**config.mk**
```make
export PLATFORM = sky130hd
export DESIGN_NAME = detect_frame_ctrl
export DESIGN_NICKNAME = d
export VERILOG_FILES = /design/src/rtl/detect_frame_ctrl_pkg.sv /design/src/rtl/detect_frame_ctrl_sat_counter.sv /design/src/rtl/detect_frame_ctrl.sv
export SDC_FILE = /design/constraint.sdc
export NUM_CORES = 1
export LEC_CHECK = 0
export ABC_AREA = 1
export BUFFER_PORTS_ARGS = -buffer_cell sky130_fd_sc_hd__buf_2
export CAP_MARGIN = 20
export CORE_MARGIN = 1.5
export CORE_UTILIZATION = 60
export DETAILED_ROUTE_END_ITERATION = 12
export PLACE_DENSITY_LB_ADDON = 0.1
export SETUP_SLACK_MARGIN = 0.1
export SYNTH_ARGS = -nofsm -noshare
export SYNTH_HDL_FRONTEND = slang
export SYNTH_SLANG_ARGS = --single-unit
export TNS_END_PERCENT = 10
```
**constraint.sdc**
```tcl
create_clock -name clk -period 4.3 [get_ports clk]
set_input_delay 0.645 -clock clk [delete_from_list [all_inputs] [get_ports clk]]
set_output_delay 0.645 -clock clk [all_outputs]
set_load 0.05 [all_outputs]
```
**src/rtl/detect_frame_ctrl_pkg.sv**
```systemverilog
// Shared definitions for the detector frame sequencer: FSM encodings and lag limit.
package detect_frame_ctrl_pkg;

    // Largest supported detector flag lag in cycles.
    localparam int unsigned FLAG_LAT_MAX = 3;

    // Sequencer FSM encodings.
    localparam logic [2:0] S_IDLE  = 3'd0;
    localparam logic [2:0] S_CLEAR = 3'd1;
    localparam logic [2:0] S_SHIFT = 3'd2;
    localparam logic [2:0] S_DRAIN = 3'd3;
    localparam logic [2:0] S_DONE  = 3'd4;

endpackage

```
**src/rtl/detect_frame_ctrl_sat_counter.sv**
```systemverilog
// Saturating up-counter with synchronous clear; holds at all-ones instead of wrapping.
module detect_frame_ctrl_sat_counter #(
    parameter int unsigned W = 5
) (
    input  logic         clk,
    input  logic         rst,
    input  logic         clr,
    input  logic         en,
    output logic [W-1:0] cnt
);

    logic [W-1:0] cnt_q;

    // Clear wins over increment; increment stops at the maximum value.
    always_ff @(posedge clk or negedge rst) begin
        if (!rst) begin
            cnt_q <= '0;
        end else if (clr) begin
            cnt_q <= '0;
        end else if (en && (cnt_q != '1)) begin
            cnt_q <= cnt_q + 1'b1;
        end
    end

    assign cnt = cnt_q;

endmodule

```
**src/rtl/detect_frame_ctrl.sv**
```systemverilog
// Frame sequencer: resets a serial detector, shifts a captured frame into it MSB-first,
// counts flag pulses inside a lag-compensated window and reports with a done pulse.
module detect_frame_ctrl
    import detect_frame_ctrl_pkg::*;
#(
    parameter int unsigned WIDTH    = 16,
    parameter int unsigned CNT_W    = 5,
    parameter int unsigned FLAG_LAT = 0
) (
    input  logic             clk,
    input  logic             rst,
    input  logic             start,
    input  logic [WIDTH-1:0] frame_data,
    output logic             busy,
    output logic             done,
    output logic [CNT_W-1:0] match_cnt,
    output logic             det_din,
    output logic             det_rst,
    input  logic             det_flag
);

    localparam int unsigned BIT_W = $clog2(WIDTH + 1);
    localparam logic [BIT_W-1:0] BIT_LAST   = BIT_W'(WIDTH - 1);
    localparam logic [BIT_W-1:0] DRAIN_LAST = BIT_W'((FLAG_LAT > 0) ? (FLAG_LAT - 1) : 0);

    logic [2:0]       state_q, state_d;
    logic [WIDTH-1:0] shreg_q, shreg_d;
    logic [BIT_W-1:0] bit_cnt_q, bit_cnt_d;
    logic             det_din_q, det_din_d;
    logic             det_rst_q, det_rst_d;
    logic             accept;
    logic             in_shift;
    logic             window;

    assign accept   = (state_q == S_IDLE) && start;
    assign in_shift = (state_q == S_SHIFT);

    // Next-state logic; det_din is computed one cycle ahead so the output is a flop.
    always_comb begin
        state_d   = state_q;
        shreg_d   = shreg_q;
        bit_cnt_d = bit_cnt_q;
        det_din_d = 1'b0;
        case (state_q)
            S_IDLE: begin
                if (start) begin
                    state_d = S_CLEAR;
                    shreg_d = frame_data;
                end
            end
            S_CLEAR: begin
                state_d   = S_SHIFT;
                bit_cnt_d = '0;
                det_din_d = shreg_q[WIDTH-1];
                shreg_d   = {shreg_q[WIDTH-2:0], 1'b0};
            end
            S_SHIFT: begin
                if (bit_cnt_q == BIT_LAST) begin
                    state_d   = (FLAG_LAT > 0) ? S_DRAIN : S_DONE;
                    bit_cnt_d = '0;
                end else begin
                    bit_cnt_d = bit_cnt_q + 1'b1;
                    det_din_d = shreg_q[WIDTH-1];
                    shreg_d   = {shreg_q[WIDTH-2:0], 1'b0};
                end
            end
            S_DRAIN: begin
                // Bit counter is reused to time the drain.
                if (bit_cnt_q == DRAIN_LAST) begin
                    state_d = S_DONE;
                end else begin
                    bit_cnt_d = bit_cnt_q + 1'b1;
                end
            end
            S_DONE: begin
                state_d = S_IDLE;
            end
            default: begin
                state_d = S_IDLE;
            end
        endcase
        det_rst_d = (state_d != S_CLEAR);
    end

    // State and registered detector-side outputs.
    always_ff @(posedge clk or negedge rst) begin
        if (!rst) begin
            state_q   <= S_IDLE;
            shreg_q   <= '0;
            bit_cnt_q <= '0;
            det_din_q <= 1'b0;
            det_rst_q <= 1'b0;
        end else begin
            state_q   <= state_d;
            shreg_q   <= shreg_d;
            bit_cnt_q <= bit_cnt_d;
            det_din_q <= det_din_d;
            det_rst_q <= det_rst_d;
        end
    end

    // Count window: SHIFT occupancy delayed by the detector's flag lag.
    if (FLAG_LAT > 0) begin : g_lag
        logic [FLAG_LAT:0] win_line;
        assign win_line[0] = in_shift;
        // Delay line of SHIFT valids.
        always_ff @(posedge clk or negedge rst) begin
            if (!rst) begin
                win_line[FLAG_LAT:1] <= '0;
            end else begin
                win_line[FLAG_LAT:1] <= win_line[FLAG_LAT-1:0];
            end
        end
        assign window = win_line[FLAG_LAT];
    end else begin : g_nolag
        assign window = in_shift;
    end

    detect_frame_ctrl_sat_counter #(
        .W (CNT_W)
    ) u_match_cnt (
        .clk (clk),
        .rst (rst),
        .clr (accept),
        .en  (window && det_flag),
        .cnt (match_cnt)
    );

    assign busy    = (state_q != S_IDLE);
    assign done    = (state_q == S_DONE);
    assign det_din = det_din_q;
    assign det_rst = det_rst_q;

endmodule
```
==> impl_summary.log <==
INFO  metric status = complete, no violations
INFO  metric path_delay_family = flip-flops
INFO  metric portBuffers = 28
INFO  metric post_cts.repair.setup_buffers = 0
INFO  metric count_of_filler_cells_inserted_in_the_layout = approximately 240
INFO  metric endpoint_class_of_the_critical_path = primary output
INFO  metric dieHeight = between 50 and 60 um
INFO  metric routed_wl = roughly 3300 um
INFO  metric final_layout_size_suffix_gt1_share = between 10% and 20%
INFO  metric worst_path_max_delay_cell = sky130_fd_sc_hd__dfrtp_1
INFO  metric fp.dieArea = approximately 3200 um2
INFO  metric num_vias = about 1500
INFO  metric global_route.overflow_total = 0
INFO  metric root_buffer = sky130_fd_sc_hd__clkbuf_4
INFO  metric yosysWarningCount = 0
INFO  metric total_leakage_power = 1.11 nW
INFO  metric unrepaired_setup_endpoints_after_global_routing = false
INFO  metric synth_cell_types = 23
INFO  metric clock_sink_count = 31
INFO  metric post_synth_inst_count = ~230
INFO  metric yosys-top-cells-area = sky130_fd_sc_hd__dfrtp_1, sky130_fd_sc_hd__nand2_1, sky130_fd_sc_hd__nand3_1, sky130_fd_sc_hd__ha_1, sky130_fd_sc_hd__inv_1
INFO  metric total_setup_violations_reported_at_the_end_of_the_flow = 0
INFO  metric path_clk_slew = about 0.10 ns
INFO  metric critical_path_arrival = about 1.4 ns
INFO  metric globalplace.congestion = 0.826
INFO  metric ctsResizeCount = 0
INFO  metric number_of_core_rows = 19
INFO  metric largest_fanout_on_the_critical_path = 4
INFO  metric design_power_total = approximately 1.5 mW
INFO  metric dp_slack = 2.54 ns
INFO  metric detail_route.vias_per_cell = 5.20
INFO  metric seq_area_frac_synth = 44.7%
INFO  metric crit_path_start_kind = register
INFO  metric finClkSkew = just under 0.01 ns
INFO  metric detailed_place_hpwl = around 2300 um
INFO  metric num_antenna_cells = 0
INFO  metric rr_startpoint = bit_cnt_q[0]
INFO  metric drv_cap = 0
INFO  metric worst-slew-pin-transition = between 0.6 and 0.7 ns
INFO  metric clkLatencyLatePin = around 0.34 ns
INFO  metric hold_violations = 0
INFO  metric finalSetupTns = 0 ns
INFO  metric post-route-min-period = approximately 2 ns
INFO  metric grt_pass1_vias = 1363
INFO  metric maxClockFrequency = approximately 0.50 GHz
INFO  metric critical_path_required = 3.65 ns
INFO  metric total_iterations_of_the_first_detailed_routing_run = 4
INFO  metric htree_levels = 2
INFO  metric post_synth.cell_area_avg = approximately 7.6 um2
INFO  metric final_cell_mix = sky130_fd_sc_hd__nand2_1, sky130_fd_sc_hd__nand3_1, sky130_fd_sc_hd__dfrtp_1
INFO  metric syn2layout_area_growth = 11.9%
INFO  metric first_pass_grt_wire_length = between 6000 and 7000 um
INFO  metric final_common_cell = sky130_fd_sc_hd__nand2_1
INFO  metric worstSetupStartpoint = state_q[2]
INFO  metric fp.coreArea = 2760 um2
INFO  metric multi_input_area = about 840 um2
INFO  metric dieWidth = approximately 57 um
INFO  metric cts-hold-fix-buffers = 0
INFO  metric io_pins = 29
INFO  metric synth_nets = ~250
INFO  metric timing.critical_path.slowest_cell_delay = roughly 0.45 ns
INFO  metric post-route-drc-count = 0
INFO  metric synth-seq-cells = 31
INFO  metric layout_setup_ws = between 2 and 2.5 ns
INFO  metric worstPathCellList = inv_1, nor3_1, buf_2
INFO  metric wl_per_cell = approximately 12 um
INFO  metric power.density_cell_area = ~760 nW/um2
INFO  metric worst_hold_path_type = input port to asynchronous set/reset pin
INFO  metric maxSlewViolCount = 0
INFO  metric peakVddDrop = between 0.5 and 0.6 mV
INFO  metric yosys.area.top_type = sky130_fd_sc_hd__dfrtp_1
INFO  metric number_of_antenna_violations_at_the_first_check_in_global_routing = 0
INFO  metric worst-setup-path-type = register to primary output
INFO  metric largest_net_degree_at_the_start_of_global_routing = 32
INFO  metric dr.first_iter.drc_count = 67
INFO  metric cts_tree = done
INFO  metric netlist.area_leader.share = about 45%
INFO  metric cts_buffer_depth = 2
INFO  metric number_of_buffers_created_by_cts = 5
INFO  metric grt_util_all_layers = between 20% and 30%
INFO  metric fin_nets = ~280
INFO  metric antenna_violating_nets_post_route = 0
INFO  metric initial_core_utilization = a little over three fifths
INFO  metric timing.critical_path.buf_inv = 2
INFO  metric sequential_cell_area = 776 um2
INFO  metric synth.cell_area = about 1700 um2
INFO  metric tightest_slew_margin_relative_to_the_limit = 55.9%
INFO  metric finalCritPeriodShare = 46.9%
## power by group
| part | switching (mW) | internal, mW | leakage [nW] | total [mW] |
|---|---|---|---|---|
| logic | 0.515 | 0.213 | 0.668 | 0.728 |
| clock network | 0.101 | 0.137 | 0.0482 | 0.238 |
| registers | 0.0923 | 0.410 | 0.396 | 0.502 |
## worst paths after layout
path	slack, ns	endpoint	cells after the start
worst max-delay path	2.28	done	3
worst min-delay path	0.33	shreg_q[4]	1
worst max register to register	2.51	shreg_q[0]	8
worst min register to register	0.49	shreg_q[14]	2
max in group asynchronous	3.53	shreg_q[15]	1
min in group clk	0.49	shreg_q[14]	2
## state kept, by name, summed over array words and instances (netlist names)
register,cells
bit_cnt_q,5
state_q,3
u_match_cnt.cnt,5
det_rst,1
det_din,1
shreg_q,16
## logic make-up after synthesis
family	synth area share (%)
xor gates and xnor gates	1.52
buffers and inverters	7.07
DFF	44.7
AOI/OAI and AO/OA	3.10
adders and majority gates	4.33
and+or+nand+nor	39.2
## cell usage after synthesis, drive strengths merged
master and n:
nor3 1, inv 17, a21boi 1, dfrtp 31, buf 7, nand2 108
a21oi 1, nand3 35, o21ai 6, xor2 2, and3 1, ha 6
a211oi 1, nor2 9, xnor2 1
## layout make-up
| type | count | share of cell area, % |
|---|---|---|
| clock buffers | 6 | 2.64 |
| clock inverters | 2 | 1.81 |
| inverters | 17 | 3.29 |
| multi-input cells | 172 | 43.1 |
| flip-flops and latches | 31 | 40.0 |
| well taps | 31 | 2.00 |
| repair buffers | 28 | 7.22 |
## per-layer routing
metal	share of wire [%]	global-route usage, %	routed length [um]	up-vias
met3	4.2	4.84	141	8
met1	48	34.4	1610	673
met4	1.8	9.97	60	0
met2	46	37.2	1530	34
li1	-	-	-	777
met5	0	0	0	-
## stage by stage
stage | utilization [%] | area (um2) | hold slack [ns] | cells
after global routing | 70.4 | 1940 | 0.379 | 287
after floorplan | - | 1730 | 0.349 | 227
after detailed placement | 67.2 | 1850 | 0.465 | 279
after global placement | 67.2 | 1850 | 0.462 | 279
after CTS | 70.4 | 1940 | 0.339 | 287
final | 70.4 | 1940 | 0.327 | 287
(Power assumes the default switching activity.)
